### src/rtl/mc_control_if.sv
// mc_control_if: control bundle between the multi-cycle controller and the datapath/memory port.
//   master (controller): in opcode, mem_ready, alu_zero; out all strobes, selects, alu_op, illegal_op
//   slave  (datapath)  : mirror of master
interface mc_control_if;
  logic [5:0] opcode;
  logic       mem_ready;
  logic       alu_zero;
  logic       pc_write;
  logic       pc_write_cond;
  logic       iord;
  logic       mem_read;
  logic       mem_write;
  logic       ir_write;
  logic       mem_to_reg;
  logic       reg_dst;
  logic       reg_write;
  logic       alu_src_a;
  logic [1:0] alu_src_b;
  logic       imm_zext;
  logic [1:0] alu_op;
  logic [1:0] pc_source;
  logic       illegal_op;
  modport master (
    input  opcode, mem_ready, alu_zero,
    output pc_write, pc_write_cond, iord, mem_read, mem_write, ir_write, mem_to_reg,
           reg_dst, reg_write, alu_src_a, alu_src_b, imm_zext, alu_op, pc_source, illegal_op
  );
  modport slave (
    output opcode, mem_ready, alu_zero,
    input  pc_write, pc_write_cond, iord, mem_read, mem_write, ir_write, mem_to_reg,
           reg_dst, reg_write, alu_src_a, alu_src_b, imm_zext, alu_op, pc_source, illegal_op
  );
endinterface

### src/rtl/mc_control.sv
// mc_control: multi-cycle MIPS32 main controller FSM with memory ready stalls.
//   clk, rst      : clock, synchronous active-high reset
//   start_i       : leave IDLE (only reachable when RESET_STATE_FETCH=0)
//   bus           : mc_control_if.master control bundle
//   state_o       : current state encoding for debug
//   perf_cycles_o, perf_retired_o : present only with MC_CONTROL_PERF_EN defined
module mc_control #(
  parameter bit RESET_STATE_FETCH = 1'b1
) (
  input  logic              clk,
  input  logic              rst,
  input  logic              start_i,
  mc_control_if.master      bus,
`ifdef MC_CONTROL_PERF_EN
  output logic [31:0]       perf_cycles_o,
  output logic [31:0]       perf_retired_o,
`endif
  output logic [3:0]        state_o
);
  typedef enum logic [3:0] {
    IDLE = 4'd0, FETCH = 4'd1, DECODE = 4'd2, MEMADR = 4'd3, MEMRD = 4'd4,
    MEMWB = 4'd5, MEMWR = 4'd6, REX = 4'd7, RWB = 4'd8, BEQ = 4'd9,
    ADDI = 4'd10, LOGI = 4'd11, IMMWB = 4'd12, JUMP = 4'd13
  } state_t;
  localparam state_t RST_ST = RESET_STATE_FETCH ? FETCH : IDLE;
  state_t state_q, state_d, st;
  // IDLE decodes to all-zero outputs, so decoding from IDLE during reset silences every strobe
  assign st      = rst ? IDLE : state_q;
  assign state_o = rst ? RST_ST : state_q;
  always_ff @(posedge clk)
    state_q <= rst ? RST_ST : state_d;
  always_comb begin
    state_d            = state_q;
    bus.pc_write       = 1'b0;
    bus.pc_write_cond  = 1'b0;
    bus.iord           = 1'b0;
    bus.mem_read       = 1'b0;
    bus.mem_write      = 1'b0;
    bus.ir_write       = 1'b0;
    bus.mem_to_reg     = 1'b0;
    bus.reg_dst        = 1'b0;
    bus.reg_write      = 1'b0;
    bus.alu_src_a      = 1'b0;
    bus.alu_src_b      = 2'b00;
    bus.imm_zext       = 1'b0;
    bus.alu_op         = 2'b00;
    bus.pc_source      = 2'b00;
    bus.illegal_op     = 1'b0;
    case (st)
      IDLE: state_d = start_i ? FETCH : IDLE;
      FETCH: begin
        bus.mem_read  = 1'b1;
        bus.alu_src_b = 2'b01;
        bus.ir_write  = bus.mem_ready;
        bus.pc_write  = bus.mem_ready;
        state_d       = bus.mem_ready ? DECODE : FETCH;
      end
      DECODE: begin
        bus.alu_src_b = 2'b11;
        case (bus.opcode)
          6'b100011, 6'b101011:            state_d = MEMADR;
          6'b000000:                       state_d = REX;
          6'b000100:                       state_d = BEQ;
          6'b001000:                       state_d = ADDI;
          6'b001100, 6'b001101, 6'b001010: state_d = LOGI;
          6'b000010:                       state_d = JUMP;
          default: begin
            bus.illegal_op = 1'b1;
            state_d        = FETCH;
          end
        endcase
      end
      MEMADR: begin
        bus.alu_src_a = 1'b1;
        bus.alu_src_b = 2'b10;
        state_d       = bus.opcode == 6'b100011 ? MEMRD : MEMWR;
      end
      MEMRD: begin
        bus.mem_read = 1'b1;
        bus.iord     = 1'b1;
        state_d      = bus.mem_ready ? MEMWB : MEMRD;
      end
      MEMWB: begin
        bus.reg_write  = 1'b1;
        bus.mem_to_reg = 1'b1;
        state_d        = FETCH;
      end
      MEMWR: begin
        bus.mem_write = 1'b1;
        bus.iord      = 1'b1;
        state_d       = bus.mem_ready ? FETCH : MEMWR;
      end
      REX: begin
        bus.alu_src_a = 1'b1;
        bus.alu_op    = 2'b10;
        state_d       = RWB;
      end
      RWB: begin
        bus.reg_write = 1'b1;
        bus.reg_dst   = 1'b1;
        state_d       = FETCH;
      end
      BEQ: begin
        bus.alu_src_a     = 1'b1;
        bus.alu_op        = 2'b01;
        bus.pc_write_cond = 1'b1;
        bus.pc_source     = 2'b01;
        state_d           = FETCH;
      end
      ADDI: begin
        bus.alu_src_a = 1'b1;
        bus.alu_src_b = 2'b10;
        state_d       = IMMWB;
      end
      LOGI: begin
        bus.alu_src_a = 1'b1;
        bus.alu_src_b = 2'b10;
        bus.alu_op    = 2'b11;
        bus.imm_zext  = bus.opcode != 6'b001010;
        state_d       = IMMWB;
      end
      IMMWB: begin
        bus.reg_write = 1'b1;
        state_d       = FETCH;
      end
      JUMP: begin
        bus.pc_write  = 1'b1;
        bus.pc_source = 2'b10;
        state_d       = FETCH;
      end
      default: state_d = FETCH;
    endcase
  end
`ifdef MC_CONTROL_PERF_EN
  logic [31:0] perf_cycles_q, perf_retired_q;
  logic        retire;
  // an illegal opcode returns to FETCH from DECODE, which is deliberately not in this set
  assign retire = state_d == FETCH &&
                  (state_q == MEMWB || state_q == MEMWR || state_q == RWB ||
                   state_q == BEQ || state_q == IMMWB || state_q == JUMP);
  always_ff @(posedge clk) begin
    perf_cycles_q  <= rst ? 32'd0 : perf_cycles_q + {31'd0, state_q != IDLE};
    perf_retired_q <= rst ? 32'd0 : perf_retired_q + {31'd0, retire};
  end
  assign perf_cycles_o  = perf_cycles_q;
  assign perf_retired_o = perf_retired_q;
`endif
endmodule

### src/flat_wrapper.sv
// flat-port wrapper written by rule: the top's interface ports become plain ports
module mc_control_flat 
#(
  parameter bit RESET_STATE_FETCH = 1'b1
)
  (clk, rst, start_i, state_o, bus_opcode, bus_mem_ready, bus_alu_zero, bus_pc_write, bus_pc_write_cond, bus_iord, bus_mem_read, bus_mem_write, bus_ir_write, bus_mem_to_reg, bus_reg_dst, bus_reg_write, bus_alu_src_a, bus_alu_src_b, bus_imm_zext, bus_alu_op, bus_pc_source, bus_illegal_op);
  mc_control_if bus_i ();
  input  logic clk;
  input  logic rst;
  input  logic start_i;
  output logic [3:0] state_o;
  input wire logic [$bits(bus_i.opcode)-1:0] bus_opcode;
  input wire logic [$bits(bus_i.mem_ready)-1:0] bus_mem_ready;
  input wire logic [$bits(bus_i.alu_zero)-1:0] bus_alu_zero;
  output wire logic [$bits(bus_i.pc_write)-1:0] bus_pc_write;
  output wire logic [$bits(bus_i.pc_write_cond)-1:0] bus_pc_write_cond;
  output wire logic [$bits(bus_i.iord)-1:0] bus_iord;
  output wire logic [$bits(bus_i.mem_read)-1:0] bus_mem_read;
  output wire logic [$bits(bus_i.mem_write)-1:0] bus_mem_write;
  output wire logic [$bits(bus_i.ir_write)-1:0] bus_ir_write;
  output wire logic [$bits(bus_i.mem_to_reg)-1:0] bus_mem_to_reg;
  output wire logic [$bits(bus_i.reg_dst)-1:0] bus_reg_dst;
  output wire logic [$bits(bus_i.reg_write)-1:0] bus_reg_write;
  output wire logic [$bits(bus_i.alu_src_a)-1:0] bus_alu_src_a;
  output wire logic [$bits(bus_i.alu_src_b)-1:0] bus_alu_src_b;
  output wire logic [$bits(bus_i.imm_zext)-1:0] bus_imm_zext;
  output wire logic [$bits(bus_i.alu_op)-1:0] bus_alu_op;
  output wire logic [$bits(bus_i.pc_source)-1:0] bus_pc_source;
  output wire logic [$bits(bus_i.illegal_op)-1:0] bus_illegal_op;
  assign bus_i.opcode = bus_opcode;
  assign bus_i.mem_ready = bus_mem_ready;
  assign bus_i.alu_zero = bus_alu_zero;
  assign bus_pc_write = bus_i.pc_write;
  assign bus_pc_write_cond = bus_i.pc_write_cond;
  assign bus_iord = bus_i.iord;
  assign bus_mem_read = bus_i.mem_read;
  assign bus_mem_write = bus_i.mem_write;
  assign bus_ir_write = bus_i.ir_write;
  assign bus_mem_to_reg = bus_i.mem_to_reg;
  assign bus_reg_dst = bus_i.reg_dst;
  assign bus_reg_write = bus_i.reg_write;
  assign bus_alu_src_a = bus_i.alu_src_a;
  assign bus_alu_src_b = bus_i.alu_src_b;
  assign bus_imm_zext = bus_i.imm_zext;
  assign bus_alu_op = bus_i.alu_op;
  assign bus_pc_source = bus_i.pc_source;
  assign bus_illegal_op = bus_i.illegal_op;
  mc_control #(.RESET_STATE_FETCH(RESET_STATE_FETCH)) u_core (.clk(clk), .rst(rst), .start_i(start_i), .bus(bus_i), .state_o(state_o));
endmodule
### config.mk
export PLATFORM = sky130hd
export DESIGN_NAME = mc_control_flat
export DESIGN_NICKNAME = d
export VERILOG_FILES = /design/src/rtl/mc_control_if.sv /design/src/rtl/mc_control.sv /design/src/flat_wrapper.sv
export SDC_FILE = /design/constraint.sdc
export NUM_CORES = 1
export LEC_CHECK = 0
export ABC_AREA = 1
export BUFFER_PORTS_ARGS = -buffer_cell sky130_fd_sc_hd__buf_4
export CAP_MARGIN = 0
export CORE_AREA = 2 2 39 41
export DETAILED_ROUTE_END_ITERATION = 8
export DIE_AREA = 0 0 41 43
export HOLD_SLACK_MARGIN = 0.12
export PLACE_DENSITY = 0.77
export SYNTH_ARGS = -nofsm -noshare
export SYNTH_HDL_FRONTEND = slang
export SYNTH_SLANG_ARGS = --single-unit
### constraint.sdc
create_clock -name clk -period 2.1 [get_ports clk]
set_input_delay 0.42 -clock clk [delete_from_list [all_inputs] [get_ports clk]]
set_output_delay 0.42 -clock clk [all_outputs]
set_load 0.02 [all_outputs]
==> out/results.tsv <==
metric	value	unit
status	completed	
Worst R2R End	u_core.state_q[0]	
Power, Total	363.7	uW
most common cell in the netlist	nand2_1	
FF-to-FF setup slack	0.89	ns
GP Congestion	0.9001	
Post-Route WL	1705	um
area share of the largest cell type after synthesis	17.02	%
RSZ-0062 raised after global routing	false	
r2r startpoint	u_core.state_q[3]	
Top reg by flops	u_core.state_q	
Via density	4.982	
hpwl dp	1434	um
core footprint	1384	um2
synth-to-layout area growth	44.96	%
TritonRoute pass-1 iters	4	
Rows	14	
largest net degree at the start of global routing	9	
CTS tree	yes	
minimum clock period	1.938	ns
Seq/Total Area, Yosys	13.45	%
die area	1763	um2
Req. time, crit path	1.68	ns
CTS HTree Levels	1	
count of different cell masters after synthesis	17	
first-pass GRT wire length	2760	um
crit share post-route	92.30	%
Setup crit start	u_core.state_q[3]	
WL/cell	10.09	um
hold path depth	5	
Hold Path End	u_core.state_q[0]	
die height	43	um
Post-CTS Hold Buffers	0	
Final Hold Vio Count	0	
Worst Setup End Kind	primary output	
Die Wd	41	um
IO buf count	31	
fin nets	166	
vias in the first global route	698	
worst hold slack	0.5043	ns
Syn Inst Count	120	
Filler cells	149	
post-CTS setup buffers	0	
worst r2r path cells	7	
Post-Syn Area per Cell	4.963	um2
diode count	0	
worst slew margin relative to its limit	66.35	%
total CTS buffers	3	
Clock Skews	0.01239	ns
antenna viol nets, final	0	
DRC viols	0	
post-CTS sizing	0	
CP Class	register to primary output	
Setup Viol. Count Final	0	
Post-Route Setup TNS	0	ns
Synth area leaders	nand2_1, nor2_1, dfxtp_1	
Post-Syn Nets	131	
Num Clock Sinks	4	
class of the worst hold path	input pin to register	
via count	842	
Top FF cell, synth	dfxtp_1	
IO Pins	33	
#FFs+latches synth	4	
measured slew at the worst slew-check pin	0.4994	ns
maximum root-to-sink buffer count	2	
initial antenna violation count	0	
clock slew at reported path FFs	0.04	ns
CP Max Fanout	4	
pwr dens	421.3	nW/um2
Top Registers	u_core.state_q x4	
crit path DAT	1.52	ns
Largest register FFs	4	
worst-skew pair later-pin latency	0.25	ns
Synth area leader	nand2_1	
Hold Crit Start	rst	
Initial Utilization	43.04	%
number of synthesized flops with an enable pin	0	
mapped cell area	595.6	um2
max frequency	515.9	MHz
layout cells sized above 1	30.72	%
Maximum Capacitance Violations	0	
ys async rst share	0	%
yosys warns	0	
Total GRT Usage	22.67	%
gr ovfl total	0	
Startpoint Class	register	
Leak Pwr	0.5363	nW
Max VDD drop	0.2815	mV
most frequent cells after synthesis	nand2_1, nor2_1, inv_1	
Final Slew Violations	0	
CTS Root Cell	clkbuf_4	
DRT iter0 DRCs	21	
==> area by class of cell <==
class	count	area [um2]	area share (%)
Tap cell	16	20.02	2.319
Inverter	26	97.59	11.30
Clock buffer	3	22.52	2.609
Multi-Input combinational cell	89	410.4	47.54
Timing Repair Buffer	31	232.7	26.96
Sequential cell	4	80.08	9.275
==> worst max-delay path by stage <==
stage,cells past startpoint,endpoint
finish,7,bus_alu_src_a
floorplan,5,bus_pc_write
global route,7,bus_alu_src_a
detailed placement,8,bus_illegal_op
global placement,8,bus_illegal_op
CTS,7,bus_alu_src_a
==> layer usage <==
layer	vias to the layer above	part of all wire, %	global-route usage (%)
li1	437	-	-
met1	363	38	24.36
met2	37	52	37.50
met3	5	7.9	4.188
met4	0	2.1	14.67
met5	-	0	0
==> through the flow <==
stage	area, um2	utilization (%)	instances	setup WS (ns)
after floorplan	595.6	-	120	0.3281
after global placement	840.8	60.76	166	0.2379
after detailed placement	840.8	60.76	166	0.2120
after CTS	863.3	62.39	169	0.1833
after global routing	863.3	62.39	169	0.06095
final	863.3	62.39	169	0.1617
==> power breakdown <==
| group | internal, mW | switching (mW) | total [mW] |
|---|---|---|---|
| clock network | 0.0642 | 0.0366 | 0.101 |
| logic | 0.0632 | 0.103 | 0.167 |
| registers | 0.0848 | 0.0114 | 0.0962 |
| total | 0.212 | 0.151 | 0.364 |
==> worst max-delay path: stages (launching register included) <==
cell and delay (ns):
dfxtp_1 0.38, inv_1 0.10, nor2_1 0.23, inv_2 0.09, nor2_1 0.15, nor2_1 0.07
o211ai_1 0.08, buf_4 0.17
==> placed cells by master (no fill, tap or decap) <==
cell type  Yosys  routed
nor2_4         1       1
nor2_1        24      24
nand2_2        4       4
clkbuf_4       0       3
dfxtp_1        4       4
a21boi_0       1       1
nand4_1        3       3
o21ai_0       10      10
inv_1         21      21
buf_4          1      31
nand2_4        1       1
nand2_1       27      27
a21oi_1        2       2
nand3_1       11      11
inv_2          5       5
nor2_2         2       2
o211ai_1       1       1
nor3_1         2       2
==> cell families after synthesis <==
group	count (synthesis)	share of synthesized area, %
AOI/OAI and AO/OA	14	12.61
buffers and inverters	27	17.65
DFF	4	13.45
and+or+nand+nor	75	56.30
Note: power is estimated with default switching activity, not from simulation.
